--- src/rtl/ex_stage.sv ---
// ex_stage: execute stage of the pipeline.
//
// Selects forwarded operands, computes the ALU result and the destination
// register, and runs a 32-step sequential multiply/divide unit that holds
// the pipeline through StallE while it works. HI/LO are written when the
// operation reaches DONE.
//
// Ports:
//   clk, rst                  clock, synchronous active-high reset
//   ALUControlE               operation code
//   ALUSrcE, RegDstE,
//   IsShiftE, JalE            operand/destination/shift-amount/link selects
//   RD1E, RD2E, ExtImmE,
//   PCPlus8E                  register operands, immediate, link address
//   RegisterRtE, RegisterRdE,
//   ShamtE                    destination candidates, shift amount
//   ForwardAE, ForwardBE      bypass selects (00/11 reg, 01 ResultW, 10 ALUOutM)
//   ALUOutM, ResultW          bypass data
//   ALUOutE                   execute result
//   WriteDataE                forwarded RD2 value (store data)
//   WriteRegE                 destination register
//   StallE                    high while a multiply/divide holds the pipeline
//
// Multiply/divide FSM:
//   state | meaning
//   IDLE  | no operation; a code 16-19 latches operands and stalls
//   BUSY  | one shift-add or restoring-subtract step per cycle, 32 steps
//   DONE  | sign correction, HI/LO written at the edge, instruction retires

module ex_stage (
    input  logic        clk,
    input  logic        rst,
    input  logic [4:0]  ALUControlE,
    input  logic        ALUSrcE,
    input  logic        RegDstE,
    input  logic        IsShiftE,
    input  logic        JalE,
    input  logic [31:0] RD1E,
    input  logic [31:0] RD2E,
    input  logic [31:0] ExtImmE,
    input  logic [31:0] PCPlus8E,
    input  logic [4:0]  RegisterRtE,
    input  logic [4:0]  RegisterRdE,
    input  logic [4:0]  ShamtE,
    input  logic [1:0]  ForwardAE,
    input  logic [1:0]  ForwardBE,
    input  logic [31:0] ALUOutM,
    input  logic [31:0] ResultW,
    output logic [31:0] ALUOutE,
    output logic [31:0] WriteDataE,
    output logic [4:0]  WriteRegE,
    output logic        StallE
);

    typedef enum logic [1:0] {IDLE, BUSY, DONE} md_state_t;

    md_state_t   state_q, state_d;
    logic [5:0]  cnt_q;
    logic [31:0] op_a_q, op_b_q;
    logic        div_q, sgn_q;
    logic [31:0] acc_hi_q, acc_lo_q;
    logic [31:0] hi_q, lo_q;

    logic [31:0] src_a, fwd_b, src_b;
    logic [4:0]  shamt;
    logic [31:0] alu_res;

    // ---------------- operand selection ----------------
    always_comb begin
        src_a = RD1E;
        case (ForwardAE)
            2'b01:   src_a = ResultW;
            2'b10:   src_a = ALUOutM;
            default: src_a = RD1E;
        endcase
        fwd_b = RD2E;
        case (ForwardBE)
            2'b01:   fwd_b = ResultW;
            2'b10:   fwd_b = ALUOutM;
            default: fwd_b = RD2E;
        endcase
    end

    assign src_b      = ALUSrcE ? ExtImmE : fwd_b;
    assign WriteDataE = fwd_b;
    assign shamt      = IsShiftE ? ShamtE : src_a[4:0];
    assign WriteRegE  = JalE ? 5'd31 : (RegDstE ? RegisterRdE : RegisterRtE);

    // ---------------- ALU ----------------
    always_comb begin
        alu_res = 32'd0;
        case (ALUControlE)
            5'd0:  alu_res = src_a + src_b;
            5'd1:  alu_res = src_a - src_b;
            5'd2:  alu_res = src_a & src_b;
            5'd3:  alu_res = src_a | src_b;
            5'd4:  alu_res = src_a ^ src_b;
            5'd5:  alu_res = ~(src_a | src_b);
            5'd6:  alu_res = {31'd0, $signed(src_a) < $signed(src_b)};
            5'd7:  alu_res = {31'd0, src_a < src_b};
            5'd8:  alu_res = fwd_b << shamt;
            5'd9:  alu_res = fwd_b >> shamt;
            5'd10: alu_res = $signed(fwd_b) >>> shamt;
            5'd11: alu_res = {src_b[15:0], 16'd0};
            5'd20: alu_res = hi_q;
            5'd21: alu_res = lo_q;
            default: alu_res = 32'd0;
        endcase
    end

    assign ALUOutE = JalE ? PCPlus8E : alu_res;

    // ---------------- multiply/divide ----------------
    logic        is_md, st_div, st_sgn;
    logic [31:0] st_abs_a, st_abs_b;
    logic [31:0] abs_a, abs_b;
    logic [32:0] add33, shl33;
    logic        ge;
    logic [31:0] step_hi, step_lo;
    logic [63:0] prod, prod_fix;
    logic [31:0] res_hi, res_lo;

    assign is_md  = (ALUControlE[4:2] == 3'b100);
    assign st_div = ALUControlE[1];
    assign st_sgn = ~ALUControlE[0];

    assign st_abs_a = (st_sgn && src_a[31]) ? -src_a : src_a;
    assign st_abs_b = (st_sgn && fwd_b[31]) ? -fwd_b : fwd_b;
    assign abs_a    = (sgn_q && op_a_q[31]) ? -op_a_q : op_a_q;
    assign abs_b    = (sgn_q && op_b_q[31]) ? -op_b_q : op_b_q;

    // Multiply: acc_lo holds the multiplier, the product shifts in from the top.
    // Divide: acc_hi is the partial remainder, acc_lo shifts dividend out and
    // quotient bits in.
    always_comb begin
        add33 = {1'b0, acc_hi_q} + (acc_lo_q[0] ? {1'b0, abs_a} : 33'd0);
        shl33 = {acc_hi_q, acc_lo_q[31]};
        ge    = (shl33 >= {1'b0, abs_b});
        if (div_q) begin
            step_hi = ge ? 32'(shl33 - {1'b0, abs_b}) : shl33[31:0];
            step_lo = {acc_lo_q[30:0], ge};
        end else begin
            step_hi = add33[32:1];
            step_lo = {add33[0], acc_lo_q[31:1]};
        end
    end

    // Sign correction applied to the magnitude result when leaving DONE.
    always_comb begin
        prod     = {acc_hi_q, acc_lo_q};
        prod_fix = (sgn_q && (op_a_q[31] ^ op_b_q[31])) ? -prod : prod;
        if (!div_q) begin
            res_hi = prod_fix[63:32];
            res_lo = prod_fix[31:0];
        end else if (op_b_q == 32'd0) begin
            res_hi = op_a_q;
            res_lo = 32'hFFFF_FFFF;
        end else begin
            res_lo = (sgn_q && (op_a_q[31] ^ op_b_q[31])) ? -acc_lo_q : acc_lo_q;
            res_hi = (sgn_q && op_a_q[31]) ? -acc_hi_q : acc_hi_q;
        end
    end

    always_comb begin
        state_d = state_q;
        StallE  = 1'b0;
        case (state_q)
            IDLE: begin
                if (is_md) begin
                    StallE  = 1'b1;
                    state_d = BUSY;
                end
            end
            BUSY: begin
                StallE = 1'b1;
                if (cnt_q == 6'd31)
                    state_d = DONE;
            end
            DONE: state_d = IDLE;
            default: state_d = IDLE;
        endcase
    end

    always_ff @(posedge clk) begin
        if (rst) begin
            state_q  <= IDLE;
            cnt_q    <= 6'd0;
            hi_q     <= 32'd0;
            lo_q     <= 32'd0;
            op_a_q   <= 32'd0;
            op_b_q   <= 32'd0;
            div_q    <= 1'b0;
            sgn_q    <= 1'b0;
            acc_hi_q <= 32'd0;
            acc_lo_q <= 32'd0;
        end else begin
            state_q <= state_d;
            case (state_q)
                IDLE: begin
                    if (is_md) begin
                        op_a_q   <= src_a;
                        op_b_q   <= fwd_b;
                        div_q    <= st_div;
                        sgn_q    <= st_sgn;
                        cnt_q    <= 6'd0;
                        acc_hi_q <= 32'd0;
                        acc_lo_q <= st_div ? st_abs_a : st_abs_b;
                    end
                end
                BUSY: begin
                    acc_hi_q <= step_hi;
                    acc_lo_q <= step_lo;
                    cnt_q    <= cnt_q + 6'd1;
                end
                DONE: begin
                    hi_q <= res_hi;
                    lo_q <= res_lo;
                end
                default: ;
            endcase
        end
    end

endmodule
--- config.mk ---
export PLATFORM = sky130hd
export DESIGN_NAME = ex_stage
export DESIGN_NICKNAME = d
export VERILOG_FILES = /design/src/rtl/ex_stage.sv
export SDC_FILE = /design/constraint.sdc
export NUM_CORES = 2
export LEC_CHECK = 0
export CAP_MARGIN = 30
export CORE_ASPECT_RATIO = 0.5
export CORE_MARGIN = 2
export CORE_UTILIZATION = 45
export CTS_BUF_LIST = sky130_fd_sc_hd__clkbuf_2
export CTS_CLUSTER_SIZE = 16
export DETAILED_ROUTE_END_ITERATION = 8
export PLACE_DENSITY = 0.73
export SYNTH_ARGS = -nofsm -noshare
export SYNTH_HDL_FRONTEND = slang
export SYNTH_SLANG_ARGS = --single-unit
--- constraint.sdc ---
create_clock -name clk -period 7.75 [get_ports clk]
set_input_delay 1.1625 -clock clk [delete_from_list [all_inputs] [get_ports clk]]
set_output_delay 1.1625 -clock clk [all_outputs]
set_load 0.02 [all_outputs]
-- Word level (Yosys, flattened, before mapping)
Index checks and enable logic that the tools add are counted.
- flip-flop bits (word level): 202
- input port bits: 222
- output and inout port bits: 70
- word-level logic and storage cells: 104
- add/subtract/negate cells: 12
- magnitude comparators: 3
- equality and inequality tests: 23
- shift-type cells: 3
- mux-type cells: 35
- bitwise logic cells: 6
- reductions and logical operators: 12
- operator list (cell ; count):
    two-way mux 32 bit ; 19
    case mux 32 bit (14 select lines) ; 1
    case mux 32 bit (2 select lines) ; 4
    negation 32 bit ; 6
    less-than comparator 32 bit ; 2
    two-way mux 64 bit ; 1
    negation 64 bit ; 1
    subtractor 32 bit ; 2
    adder 32 x 32 -> 33 bit ; 1
    greater-or-equal comparator 33 x 32 -> 1 bit ; 1
    adder 32 bit ; 1
    AND 32 bit ; 1
    zero test 32 bit ; 1
    inverter 32 bit ; 1
    bitwise OR 32 bit ; 1
    << shifter 32 x 5 -> 32 bit ; 1
    right shift 32 x 5 -> 32 bit ; 1
    >>> shifter 32 x 5 -> 32 bit ; 1
    XOR 32 bit ; 1
    equality test 5 x 3 -> 1 bit, second input constant ; 4
    equality test 5 x 4 -> 1 bit, second input constant ; 4
    two-way mux 5 bit ; 3
    case mux 6 bit (2 select lines) ; 1
    equality test 5 x 2 -> 1 bit, second input constant ; 2
    20 further kinds ; 33

-- Depth between registers and ports, before layout
- word-level depth: 7
- mapped depth: 22
- mapped depth without buffers: 21

-- Worst setup path after synthesis
OpenSTA, ideal clock, no wires.
- path kind: in2out
- start: input port ForwardBE[0]
- end: output port ALUOutE[30]
- arrival: 5.459 ns
- path slack: 1.129 ns
- stages: 20
- path buffers: 3
- cells stage by stage: inv_1 -> ha_1 -> buf_2 -> buf_2 -> o21ai_0 -> clkbuf_1 -> inv_1 -> o21ai_0 -> inv_1 -> ha_1 -> and4_1 -> a21oi_1 -> o21ai_0 -> a31o_2 -> a41o_1 -> a21oi_1 -> o21ai_0 -> a211oi_1 -> o22ai_1 -> a211oi_1
- elaborated cells between the ends (all ways): 15
- classes of those cells: 2 x add/sub; 2 x eq/ne; 3 x shift; 4 x mux; 4 x bitwise
- RTL lines (what ; line ; RTL):
    start: declaration ; 46 ; input logic [1:0] ForwardBE,
    equality test 2 bit or equality test 2 x 1 -> 1 bit (tied branches) ; 77 ; case (ForwardBE)
    case mux 32 bit (2 select lines) (*) ; 77 ;
    via WriteDataE[6] ; 50 ; output logic [31:0] WriteDataE,
    two-way mux 32 bit ; 84 ; assign src_b = ALUSrcE ? ExtImmE : fwd_b;
    subtractor 32 bit or adder 32 bit (tied branches) ; 94, 93 ;
    case mux 32 bit (14 select lines) (*) ; 92 ; case (ALUControlE)
    two-way mux 32 bit (*) ; 111 ; assign ALUOutE = JalE ? PCPlus8E : alu_res;
    end: declaration ; 49 ; output logic [31:0] ALUOutE,
Mark *: on every way through the listed nets, which the timed path passes. The rest lies on a longest branch.

-- Final worst setup path
- start: input port ForwardBE[0]
- end: output port ALUOutE[27]
- cells in the longest elaborated chain, start to end: 7
- elaborated cells between the ends (all ways): 15
- classes of those cells: 2 x add/sub; 2 x eq/ne; 3 x shift; 4 x mux; 4 x bitwise
- ends and longest elaborated chain (what ; line):
    equality test 2 bit or equality test 2 x 1 -> 1 bit (tied branches) ; 77
    case mux 32 bit (2 select lines) (*) ; 77
    parallel branches: the longest is 3 deep, another holds subtractor 32 bit ; -
    case mux 32 bit (14 select lines) (*) ; 92
    two-way mux 32 bit (*) ; 111
Every way passes the cells marked *.

==> run metrics <==
outcome=complete, no violations; Area Growth Syn to Fin=22.9%; Async SR Flop Fraction=0%; number of maximum-capacitance violations=0; Clock Sinks=approximately 200; Slew Viols, Final=0; Post-CTS Setup Repair Bufs=0; proportion of netlist area held by the largest area contributor=14.3%; total grt overflow=0; cell area after synthesis=28400 sq um; Avg Synthesized Cell Area=between 6 and 7 sq um; Die Width=around 360 microns; Slew HR=approximately 29%; Psw=2.68 mW; Critical Path RT=6.59 ns; # port buffers=approximately 290; DRC violation count after routing=0; standard-cell rows=65; final net count=4950; cell-internal power=2.66 mW; pin count of the biggest net entering global routing=92; routability cong.=1.15; Core Box Area=about 63000 sq um; Met1 Wirelength=67.6 mm; Final Hold Viols=0; total clock buffers created by CTS=between 50 and 60; Layout Skew=about 0.083 ns; Worst-path clk slew=roughly 0.12 ns; Max rail drop VDD=0.0985 mV; class of the most critical setup path=in -> out; Tot Pwr=about 5.3 mW; accumulated negative setup slack=0 ns; Met3 Routed Length=~26 mm; area enclosed by the die boundary=approximately 65000 sq um; leak pwr=between 10 and 15 nW; Yosys reg bits=around 200; Power per Cell Area=153 nW/um^2; total setup violations reported at the end of the flow=0; Area contributors post-synth=sky130_fd_sc_hd__dfxtp_1 14%, sky130_fd_sc_hd__ha_1 7.9%, sky130_fd_sc_hd__a21oi_1 7.2%; count of mapped cells out of synthesis=roughly 4100; most frequent cell after synthesis=sky130_fd_sc_hd__nand2_1; Final Instance Area=between 30000 and 40000 sq um; number of filler cells placed in the layout=just over 6000; mean routed wirelength per cell=between 30 and 40 microns; area post-placement=around 34000 sq um; first-pass iteration count of the detailed router=7; largest area contributor in the synthesized netlist=sky130_fd_sc_hd__dfxtp_1; CTS Buffer Depth=3; first-pass GRT wire length=between 200 and 250 mm; vias after detailed routing=36600; overall die height=roughly 180 microns; TritonCTS clock tree=built; sequential area share after synthesis=between 10 and 15%; worst min path class=in -> reg; Ports=292; hpwl dp=~130 mm; cell at the root of the clock tree=sky130_fd_sc_hd__clkbuf_2; htree depth=2; CP Data Arrival Time=about 6.5 ns; EDFF count, synth=0; clock network fraction of design power=around 15%; final cycle utilization of the critical path=98.3%; count of distinct cell types in the synthesized netlist=roughly 100; CP endpoint kind=primary output; worst-path fanout max=8; synth cell count leaders=489 x sky130_fd_sc_hd__nand2_1, 422 x sky130_fd_sc_hd__nor2_1, 409 x sky130_fd_sc_hd__a21oi_1; post-detailed-route count of antenna-violating nets=0; Iter 0 DRT Violations=6485; leading register cell type out of synthesis=sky130_fd_sc_hd__dfxtp_1; initial antenna violation count=12; worst setup slack for register-to-register paths=2.31 ns; switching part of the total=around half; share of final-layout standard cells stronger than drive strength 1=13.8%; top metal layer carrying routed signals=met5; Routed Wire Length=166 mm; Mapped Nets=between 4000 and 5000; number of synthesis warnings=0; number of global-route vias before repair=33400; insertion delay of the later-clocked pin in the worst-skew pair=0.95 ns; vias per cell=between 6 and 7; starting utilization of the core area=between 40 and 50%; total global routing track utilization=48.5%; Routed met2 length=between 60 and 70 mm; Tightest Pin Transition=1.06 ns; crit path time final=7.62 ns; Achievable Freq=about 130 MHz; sequential group share of total power=about a fifth; part of the power in combinational logic=64.1%; launching element type of the critical path=input pin; total of hold buffers inserted after clock tree synthesis=0
-- state kept, by name, summed over array words and instances, names as in the netlist --
register	cells
div_q	1
op_b_q	32
cnt_q	6
acc_hi_q	32
hi_q	32
state_q	2
acc_lo_q	32
op_a_q	32
lo_q	32
sgn_q	1
-- stage by stage --
stage	std cells	setup slack, ns	hold slack, ns	utilization (%)
after global placement	5325	-0.427	0.464	54.6
final	5430	0.133	0.406	55.6
after floorplan	4125	1.13	0.436	-
after CTS	5425	0.0160	0.362	55.5
after detailed placement	5328	-0.463	0.465	54.6
after global routing	5428	-0.0118	0.397	55.6
-- what timing repair did --
action,CTS,global route
endpoints found under the setup margin,11,19
gates resized for setup,16,24
pin swaps,1,2
-- final timing paths --
path,to,from,cells past startpoint
worst max-delay path,ALUOutE[27],ForwardBE[0],23
worst min-delay path,lo_q[5],rst,2
worst max register to register,acc_hi_q[30],sgn_q,14
worst min register to register,hi_q[24],hi_q[24],2
-- cells in the final DEF (no fill, tap or decap), types with 19 or more instances in the layout --
master | netlist | routed
sky130_fd_sc_hd__xnor2_1 | 167 | 167
sky130_fd_sc_hd__nand2b_1 | 35 | 35
sky130_fd_sc_hd__nor2_1 | 422 | 418
sky130_fd_sc_hd__buf_4 | 8 | 403
sky130_fd_sc_hd__mux2_2 | 39 | 37
sky130_fd_sc_hd__o31ai_1 | 44 | 39
sky130_fd_sc_hd__mux2i_1 | 158 | 158
sky130_fd_sc_hd__o21a_1 | 35 | 35
sky130_fd_sc_hd__a221oi_1 | 57 | 55
sky130_fd_sc_hd__clkdlybuf4s50_1 | 0 | 272
sky130_fd_sc_hd__o22ai_1 | 27 | 27
sky130_fd_sc_hd__nor3_1 | 74 | 72
sky130_fd_sc_hd__ha_1 | 178 | 176
sky130_fd_sc_hd__a31oi_1 | 50 | 49
sky130_fd_sc_hd__dfxtp_1 | 202 | 201
sky130_fd_sc_hd__and3_1 | 20 | 20
sky130_fd_sc_hd__nand4_1 | 19 | 19
sky130_fd_sc_hd__a21o_1 | 42 | 42
sky130_fd_sc_hd__nor4_1 | 32 | 31
sky130_fd_sc_hd__a22oi_1 | 82 | 82
sky130_fd_sc_hd__o21ai_0 | 271 | 257
sky130_fd_sc_hd__a22o_1 | 24 | 24
sky130_fd_sc_hd__or3_1 | 29 | 29
sky130_fd_sc_hd__clkbuf_2 | 0 | 72
sky130_fd_sc_hd__nand2_1 | 489 | 489
sky130_fd_sc_hd__clkinv_1 | 4 | 22
sky130_fd_sc_hd__nand3_1 | 70 | 70
sky130_fd_sc_hd__nor2b_1 | 37 | 35
sky130_fd_sc_hd__a21oi_1 | 409 | 408
sky130_fd_sc_hd__a211oi_1 | 120 | 117
sky130_fd_sc_hd__a221o_1 | 26 | 26
sky130_fd_sc_hd__inv_1 | 142 | 142
sky130_fd_sc_hd__xor2_1 | 97 | 97
sky130_fd_sc_hd__o21ai_1 | 20 | 33
sky130_fd_sc_hd__o211ai_1 | 81 | 81
-- power groups by stage --
stage	Clock [mW]	Combinational, mW	Sequential, mW
4_1_cts	0.795	3.24	1.12
3_5_place_dp	0	3.23	1.14
3_3_place_gp	0	3.20	1.14
5_1_grt	0.843	3.54	1.13
2_1_floorplan	0	1.77	1.11
6_report	0.794	3.43	1.12
-- critical path: stages --
cell and delay, ns:
sky130_fd_sc_hd__clkdlybuf4s50_1 0.51, sky130_fd_sc_hd__inv_1 0.09, sky130_fd_sc_hd__ha_4 0.30, sky130_fd_sc_hd__buf_4 0.17, sky130_fd_sc_hd__buf_12 0.13, sky130_fd_sc_hd__nor2b_1 0.15
sky130_fd_sc_hd__o31ai_1 0.55, sky130_fd_sc_hd__inv_1 0.14, sky130_fd_sc_hd__ha_1 0.33, sky130_fd_sc_hd__buf_4 0.15, sky130_fd_sc_hd__nor4_1 0.32, sky130_fd_sc_hd__buf_4 0.20
sky130_fd_sc_hd__nand4b_1 0.09, sky130_fd_sc_hd__a31o_2 0.22, sky130_fd_sc_hd__o21a_1 0.17, sky130_fd_sc_hd__a31oi_1 0.18, sky130_fd_sc_hd__buf_4 0.17, sky130_fd_sc_hd__a211oi_2 0.11
sky130_fd_sc_hd__o21ai_1 0.17, sky130_fd_sc_hd__a31oi_1 0.16, sky130_fd_sc_hd__a211o_1 0.33, sky130_fd_sc_hd__a221o_1 0.31, sky130_fd_sc_hd__dlygate4sd2_1 0.33
-- routing by layer --
metal / track usage, % / vias up
li1: - / 16000
met1: 66.2 / 17300
met2: 69.5 / 2796
met3: 17.4 / 443
met4: 17.4 / 8
met5: 0 / -
-- kinds of logic after synthesis --
family                     Yosys count  synth area share (%)
and+or+nand+nor                   1323                  21.2
DFF                                202                  14.3
xor gates and xnor gates           264                  8.15
muxes                              202                  7.48
adders and majority gates          182                  8.13
AOI/OAI and AO/OA                 1466                  33.9
buffers and inverters              486                  6.89
-- area by class of cell --
| type | instances | area (sq um) | share of cell area [%] |
|---|---|---|---|
| multi-input combinational | 3437 | 22600 | 64.8 |
| timing repair buffer | 703 | 6130 | 17.6 |
| sequential | 202 | 4050 | 11.6 |
| tap | 837 | 1050 | 3.00 |
| inverter | 149 | 559 | 1.60 |
| clock buffer | 72 | 360 | 1.03 |
| clock inverter | 25 | 138 | 0.395 |
| antenna | 5 | 12.5 | 0.0359 |
Note: power is estimated with default switching activity, not from simulation.
